--- config.mk ---
export PLATFORM = sky130hd
export DESIGN_NAME = muldiv_sequencer_flat
export DESIGN_NICKNAME = d
export VERILOG_FILES = /design/src/rtl/muldiv_if.sv /design/src/rtl/muldiv_sequencer.sv /design/src/flat_wrapper.sv
export SDC_FILE = /design/constraint.sdc
export NUM_CORES = 1
export LEC_CHECK = 0
export BUFFER_PORTS_ARGS = -buffer_cell sky130_fd_sc_hd__buf_2
export CAP_MARGIN = 20
export CELL_PAD_IN_SITES_DETAIL_PLACEMENT = 1
export CELL_PAD_IN_SITES_GLOBAL_PLACEMENT = 2
export CORE_MARGIN = 2
export CORE_UTILIZATION = 30
export DETAILED_ROUTE_END_ITERATION = 12
export PLACE_DENSITY = 0.73
export SETUP_SLACK_MARGIN = 0.2
export SLEW_MARGIN = 20
export SYNTH_ARGS = -nofsm -noshare
export SYNTH_HDL_FRONTEND = slang
export SYNTH_SLANG_ARGS = --single-unit
--- constraint.sdc ---
create_clock -name clk -period 4.5 [get_ports clk]
set_clock_uncertainty 0.1 [all_clocks]
set_input_delay 0.225 -clock clk [delete_from_list [all_inputs] [get_ports clk]]
set_output_delay 0.225 -clock clk [all_outputs]
set_load 0.03 [all_outputs]
--- src/rtl/muldiv_if.sv ---
// muldiv_if: start/busy/done handshake and result bus for the multi-cycle mul/div sequencer
interface muldiv_if #(parameter int WIDTH = 16);
    logic             start;
    logic             op;
    logic [WIDTH-1:0] operand_a;
    logic [WIDTH-1:0] operand_b;
    logic             busy;
    logic             done;
    logic [WIDTH-1:0] result_hi;
    logic [WIDTH-1:0] result_lo;
    logic             div_by_zero;
    modport master (output start, op, operand_a, operand_b,
                    input  busy, done, result_hi, result_lo, div_by_zero);
    modport slave  (input  start, op, operand_a, operand_b,
                    output busy, done, result_hi, result_lo, div_by_zero);
endinterface

--- src/rtl/muldiv_sequencer.sv ---
// muldiv_sequencer: unsigned shift-add multiply / restoring divide over one shared adder
module muldiv_sequencer #(parameter int WIDTH = 16) (
    input logic      clk,
    input logic      rst_n,
    muldiv_if.slave  bus
);
    localparam int CW = $clog2(WIDTH);
    typedef enum logic [1:0] {IDLE, RUN, DONE} state_t;
    state_t           state, state_nx;
    logic [CW-1:0]    count;
    logic             op_q, zero_q, accept, last;
    logic [WIDTH-1:0] b_q, hi_q, lo_q, hi_nx, lo_nx;
    logic [WIDTH:0]   rem_sh, add_x, add_y, mul_sum;
    logic [WIDTH+1:0] sum;
    assign bus.busy = state != IDLE;
    assign bus.done = state == DONE;
    // Divide-by-zero still spends one RUN cycle so its done timing is E+1
    always_comb begin
        accept   = state == IDLE && bus.start;
        last     = state == RUN && (zero_q || count == CW'(WIDTH - 1));
        state_nx = accept ? RUN : last ? DONE : state == DONE ? IDLE : state;
        rem_sh   = {hi_q, lo_q[WIDTH-1]};
        add_x    = op_q ? rem_sh : {1'b0, hi_q};
        add_y    = op_q ? ~{1'b0, b_q} : {1'b0, b_q};
        sum      = {1'b0, add_x} + {1'b0, add_y} + (WIDTH+2)'(op_q);
        mul_sum  = lo_q[0] ? sum[WIDTH:0] : {1'b0, hi_q};
        hi_nx    = op_q ? (sum[WIDTH+1] ? sum[WIDTH-1:0] : rem_sh[WIDTH-1:0]) : mul_sum[WIDTH:1];
        lo_nx    = op_q ? {lo_q[WIDTH-2:0], sum[WIDTH+1]} : {mul_sum[0], lo_q[WIDTH-1:1]};
    end
    always_ff @(posedge clk or negedge rst_n) begin
        if (!rst_n) begin
            state           <= IDLE;
            count           <= '0;
            op_q            <= 1'b0;
            zero_q          <= 1'b0;
            b_q             <= '0;
            hi_q            <= '0;
            lo_q            <= '0;
            bus.result_hi   <= '0;
            bus.result_lo   <= '0;
            bus.div_by_zero <= 1'b0;
        end else begin
            state <= state_nx;
            if (accept) begin
                op_q            <= bus.op;
                zero_q          <= bus.op && bus.operand_b == '0;
                b_q             <= bus.operand_b;
                hi_q            <= '0;
                lo_q            <= bus.operand_a;
                count           <= '0;
                bus.div_by_zero <= 1'b0;
            end else if (state == RUN) begin
                count <= count + CW'(1);
                hi_q  <= hi_nx;
                lo_q  <= lo_nx;
                if (last) begin
                    bus.result_hi   <= zero_q ? lo_q : hi_nx;
                    bus.result_lo   <= zero_q ? '1 : lo_nx;
                    bus.div_by_zero <= zero_q;
                end
            end
        end
    end
endmodule
--- src/flat_wrapper.sv ---
// flat-port wrapper written by rule: the top's interface ports become plain ports
module muldiv_sequencer_flat 
#(parameter int WIDTH = 16)
  (clk, rst_n, bus_start, bus_op, bus_operand_a, bus_operand_b, bus_busy, bus_done, bus_result_hi, bus_result_lo, bus_div_by_zero);
  muldiv_if #(.WIDTH(WIDTH)) bus_i ();
  input logic clk;
  input logic rst_n;
  input wire logic [$bits(bus_i.start)-1:0] bus_start;
  input wire logic [$bits(bus_i.op)-1:0] bus_op;
  input wire logic [$bits(bus_i.operand_a)-1:0] bus_operand_a;
  input wire logic [$bits(bus_i.operand_b)-1:0] bus_operand_b;
  output wire logic [$bits(bus_i.busy)-1:0] bus_busy;
  output wire logic [$bits(bus_i.done)-1:0] bus_done;
  output wire logic [$bits(bus_i.result_hi)-1:0] bus_result_hi;
  output wire logic [$bits(bus_i.result_lo)-1:0] bus_result_lo;
  output wire logic [$bits(bus_i.div_by_zero)-1:0] bus_div_by_zero;
  assign bus_i.start = bus_start;
  assign bus_i.op = bus_op;
  assign bus_i.operand_a = bus_operand_a;
  assign bus_i.operand_b = bus_operand_b;
  assign bus_busy = bus_i.busy;
  assign bus_done = bus_i.done;
  assign bus_result_hi = bus_i.result_hi;
  assign bus_result_lo = bus_i.result_lo;
  assign bus_div_by_zero = bus_i.div_by_zero;
  muldiv_sequencer #(.WIDTH(WIDTH)) u_core (.clk(clk), .rst_n(rst_n), .bus(bus_i));
endmodule
======== Word-level counts from Yosys, hierarchy flattened ========
Cells that the tools add are included.
operators by class
  reduce and logical (&&, ||, !) cells .... 12
  equality and inequality tests ........... 3
  mux-type cells .......................... 20
  add/subtract/negate cells ............... 3
  bitwise gates (word level) .............. 2
operators with widths
  operator                                             count
  two-way mux 16 bit                                   9
  two-way mux 17 bit                                   3
  adder 17 x 17 -> 18 bit                              1
  adder 18 x 1 -> 18 bit                               1
  NOT 16 -> 17 bit                                     1
  zero test 16 bit                                     1
  two-way mux 4 bit                                    2
  two-way mux 2 bit                                    3
  nonzero test 2 bit                                   3
  adder 4 x 1 -> 4 bit, second input constant          1
  equality test 4 bit, second input constant           1
  logical AND 1 bit                                    3
  two-way mux 1 bit                                    3
  AND reduction 3 bit                                  1
  nonzero test 3 bit                                   1
  equality test 2 x 1 -> 1 bit, second input constant  1
  equality test 2 bit, second input constant           1
  zero test 2 bit                                      1
  AND reduction 2 bit                                  1
  logical OR 1 bit                                     1
  NOT 1 bit                                            1
storage, ports and cells
  output and inout bits ................... 35
  input port bits ......................... 36
  register bits ........................... 89
  word-level logic and storage cells ...... 50

======== Longest topological paths before layout ========
  word-level depth ........................ 8
  gate-level depth with buffers ........... 14
  depth with buffers taken out ............ 11

======== Least setup slack after synthesis ========
Ideal clock, no wire load.
  path type ............................... flip-flop to flip-flop
  start ................................... register u_core.op_q
  end ..................................... register u_core.bus.result_hi[4]
  data required time ...................... 4,266 ps
  period minus slack after synthesis ...... 3,893 ps
  slack ................................... 607 ps
  buffers on the path ..................... 5
  cell stages (with the launch flop) ...... 15
  arrival ................................. 3,660 ps
  setup time .............................. 134 ps
  path through ............................ dfrtp_1 > clkbuf_1 > buf_1 > clkbuf_1 > mux2_2 > ha_1 > clkbuf_1 > nand2_1 > o21ai_0 > a21oi_1 > nand2_4 > buf_8 > o22ai_1 > a2111oi_0 > o21ai_1
on the way
  cells in the longest elaborated chain, start to end .. 6
  elaborated cells on any way between the ends .. 8
  those cells by class .................... 2 x add/sub; 6 x mux
ends and longest elaborated chain
  item                                                             RTL line                                        source
  start: declaration                                               muldiv_sequencer.sv:11                          logic op_q, zero_q, accept, last;
  start signal: assignment                                         muldiv_sequencer.sv:45                          op_q <= bus.op;
  two-way mux 17 bit (on tied branches)                            muldiv_sequencer.sv:23, muldiv_sequencer.sv:24
  adder 17 x 17 -> 18 bit                                          muldiv_sequencer.sv:25                          sum = {1'b0, add_x} + {1'b0, add_y} + (WIDTH+2)'(op_q);
  adder 18 x 1 -> 18 bit                                           muldiv_sequencer.sv:25
  two-way mux 17 bit / two-way mux 16 bit (equally long branches)  muldiv_sequencer.sv:26, muldiv_sequencer.sv:27
  two-way mux 16 bit *                                             muldiv_sequencer.sv:27                          hi_nx = op_q ? (sum[WIDTH+1] ? sum[WIDTH-1:0] : rem_sh[WIDTH-1:0]) : mul_sum[WIDTH:1];
  two-way mux 16 bit *                                             muldiv_sequencer.sv:57                          bus.result_hi <= zero_q ? lo_q : hi_nx;
  end signal: assignment                                           muldiv_sequencer.sv:57
  end: declaration                                                 muldiv_if.sv:15                                 output busy, done, result_hi, result_lo, div_by_zero);
Every way passes the cells marked *; elsewhere a longest branch is shown, timed or not.
A chain may end at the register's enable or synchronous reset.

======== Final worst setup path ========
  start ................................... register u_core.op_q
  end ..................................... register u_core.bus.result_hi[0]
Same word-level chain as after synthesis.

==> flow_metrics.py <==
metrics = {
    "logic_synthesis": {
        "synthCells": 629,
        "avgSynthCellArea_um2": 8.76,
        "synthDistinctLibCells": 58,
        "synth_nets": 682,
        "ys_warn_count": 0,
        "ys_seq_area_frac": 0.404,
        "synth_edf_count": 0,
        "netlist_area_um2": 5510,
        "ys_ff_latch": 89,
        "ys_async_sr_fraction": 1.00,
        "synth_flop_cell": "dfrtp_1",
    },
    "critical_path": {
        "r2r_cells": 9,
        "crit_path_max_fanout": 41,
        "arrival_ps": 4140,
        "worstSetupEndpointType": "flop",
        "cp-startpoint": "u_core.op_q",
        "crit_path_end": "u_core.bus.result_hi[0]",
        "path_cells": "mux2_2, ha_1, a21oi_1, o21ai_0, a21oi_1, nand2_4, and3_1, o211a_1, o41ai_2",
        "cp.required_ps": 4640,
        "path_common_cell": "a21oi_1",
        "critPathSlowestCell": "dfrtp_2",
        "cp-start-kind": "flop",
        "timing_worst_setup_path_type": "flop to flop",
        "ff2ff_setup_slack_ps": 510,
        "crit_path_max_incr_delay_ps": 880,
        "r2r-end": "u_core.bus.result_hi[0]",
        "r2r-start": "u_core.op_q",
    },
    "clock_tree": {
        "cts.htree.levels": 3,
        "clkSlewWorstSetupHoldPaths_ps": 60,
        "cts_sinks": 89,
        "cts_tree": "built",
        "cts_buffers": 9,
        "clk_path_buf_depth": 2,
        "clk_latency_ps": 350,
        "clk_root_buffer_cell": "clkbuf_16",
    },
    "run": {
        "max_cap_violations": 0,
    },
    "drt": {
        "top_layer_used": "met4",
        "drt-wirelength-per-cell_um": 18.9,
        "wl_met1_mm": 8.05,
        "dr_wl_met3_um": 380,
        "drt.antenna.violating_nets": 0,
        "wl_mm": 17.6,
        "drt_iter0_drc": 306,
        "wl_met2_mm": 8.91,
        "route.detailed.drc": 0,
        "via_count": 5053,
        "dr.pass1.iters": 4,
        "drt-vias-per-instance": 5.41,
    },
    "floorplanning": {
        "core-area_um2": 18000,
        "num_rows": 49,
        "die_area_um2": 19500,
        "die_h_um": 140,
        "initial_core_util": 0.307,
        "boundaryPins": 71,
        "die-width_um": 140,
    },
    "sta": {
        "tns_ps": 0,
        "tightest_slew_ps": 959,
        "post-route-period-util": 0.887,
        "fmax_mhz": 250,
        "maxSlewHeadroom": 0.361,
        "hold_viol": 0,
        "drv_slew": 0,
        "min_period_ps": 3990,
        "setup_viol": 0,
        "rsz0062_at_grt": "false",
    },
    "placement": {
        "gp_congestion": 0.842,
        "dp_hpwl_mm": 12.9,
        "placement.io_buffers": 70,
    },
    "layout": {
        "nNetsFinal": 753,
        "seq_area_um2": 2230,
        "fillers": 2150,
        "areaGrowthSynthToFinish_pct": 19.2,
        "antenna_cells": 0,
        "layout-drive-gt1-share": 0.170,
        "multi_input_area_um2": 3090,
    },
    "global_routing": {
        "grt_use_total": 0.186,
        "grt_pass1_wl_mm": 29.0,
        "grt_overflow": 0,
        "antenna_found_initial": 0,
        "grt_max_degree": 60,
        "grt_pass1_vias": 5350,
    },
    "worst_hold_path": {
        "holdPathStages": 3,
        "min_path_type": "primary input to flop",
    },
    "outcome": {
        "status": "finished, final reports clean",
    },
}
==> cell families after synthesis <==
family / count (synthesis) / synth area share
AOI/OAI and AO/OA: 181 / 0.223
xor gates and xnor gates: 25 / 0.0397
adders and majority gates: 17 / 0.0400
buffers and inverters: 50 / 0.0368
DFF: 89 / 0.404
muxes: 37 / 0.0697
and+or+nand+nor: 230 / 0.186
==> layout by cell type, fill, tap and decap left out, types with 5 or more instances in the layout <==
master,instances
and3_1,12
or3_1,8
nor2b_1,5
nand2_1,94
inv_1,9
buf_2,69
dlygate4sd3_1,19
dfrtp_1,88
nor2_1,59
clkbuf_16,9
mux2i_1,26
mux2_2,11
xnor2_1,7
a211oi_1,8
nor3_1,10
a221o_1,18
buf_4,12
a31oi_1,17
o2bb2ai_1,5
a21o_1,8
xor2_1,18
o21ai_1,6
a21oi_1,39
o21ai_0,41
ha_1,16
nand3_1,23
==> stage by stage <==
stage          hold WS (ps)  utilization  setup slack [ps]  area [um2]  std cells
3_5_place_dp            266        0.338               479        6070        899
6_report               6.82        0.365               506        6570        934
4_1_cts                2.59        0.365               450        6570        934
3_3_place_gp            253        0.338               535        6070        899
2_1_floorplan          -171            -               607        5510        629
5_1_grt                8.75        0.365               216        6570        934
==> state kept, by name (all words and copies together), names as in the netlist <==
name                    cells
u_core.hi_q                16
u_core.count                4
u_core.b_q                 16
u_core.bus.div_by_zero      1
u_core.bus.result_lo       16
u_core.state                2
u_core.op_q                 1
u_core.zero_q               1
u_core.bus.result_hi       16
u_core.lo_q                16
==> worst max-delay path, delay by kind of cell (launching register included) <==
family,cells,cell delay (ps)
AO/OA/AOI/OAI,5,1530
flip-flops,1,880
AND/OR/NAND/NOR,2,530
multiplexers,1,440
adder cells (fa/ha/maj),1,370
==> cell type report <==
class	count	share of cell area
multi-input combinational	490	0.470
tap	229	0.0436
clock buffer	10	0.0349
timing repair buffer	100	0.0953
inverter	10	0.00572
clock inverter	6	0.0111
sequential	89	0.339
==> worst min-delay path by stage <==
| stage | start | end | slack (ps) |
|---|---|---|---|
| floorplan | rst_n | u_core.b_q[0] | -170 |
| global placement | rst_n | u_core.b_q[2] | 250 |
| detailed placement | rst_n | u_core.b_q[1] | 270 |
| CTS | bus_operand_a[9] | u_core.lo_q[9] | 3 |
| global route | bus_operand_a[12] | u_core.lo_q[12] | 9 |
| finish | bus_operand_b[0] | u_core.b_q[0] | 7 |
==> cell usage after synthesis, types with 3 or more instances <==
cell type	n	share of area
nor4_1	3	0.0034
a211oi_1	8	0.011
dfrtp_1	89	0.40
o21ai_0	41	0.037
o21ai_1	6	0.0055
clkbuf_1	33	0.022
a211o_1	3	0.0048
mux2_2	11	0.022
a21o_1	8	0.011
a21oi_1	40	0.036
and3_1	12	0.014
xor2_1	18	0.029
o211ai_1	4	0.0055
and2_1	3	0.0034
or3_1	8	0.0091
a221o_1	18	0.033
nor2_1	59	0.040
o2bb2ai_1	5	0.0079
nand3_1	23	0.021
xnor2_1	7	0.011
buf_2	3	0.0027
ha_1	16	0.036
nor2b_1	5	0.0057
inv_1	9	0.0061
a21oi_2	3	0.0048
nand2_1	95	0.065
nor3_1	10	0.0091
buf_1	3	0.0020
a22oi_1	3	0.0041
mux2i_1	26	0.047
o22ai_1	3	0.0034
nand4_1	3	0.0034
a31oi_1	17	0.019
==> per-layer routing <==
metal | vias up | track usage
met5 | - | 0
met4 | 0 | 0.0484
met3 | 19 | 0.0237
met2 | 73 | 0.321
met1 | 2545 | 0.246
li1 | 2416 | -
==> repair_timing <==
action | 4_1_cts | 5_1_grt
hold buffers | 19 | 0
buffers inserted | 0 | 0
resized for setup | 0 | 0
endpoints found under the hold margin | 76 | 0
Power is left out: the tool's default activity adds up to more than one toggle a clock period on the data nets, which glitch-free logic cannot reach.
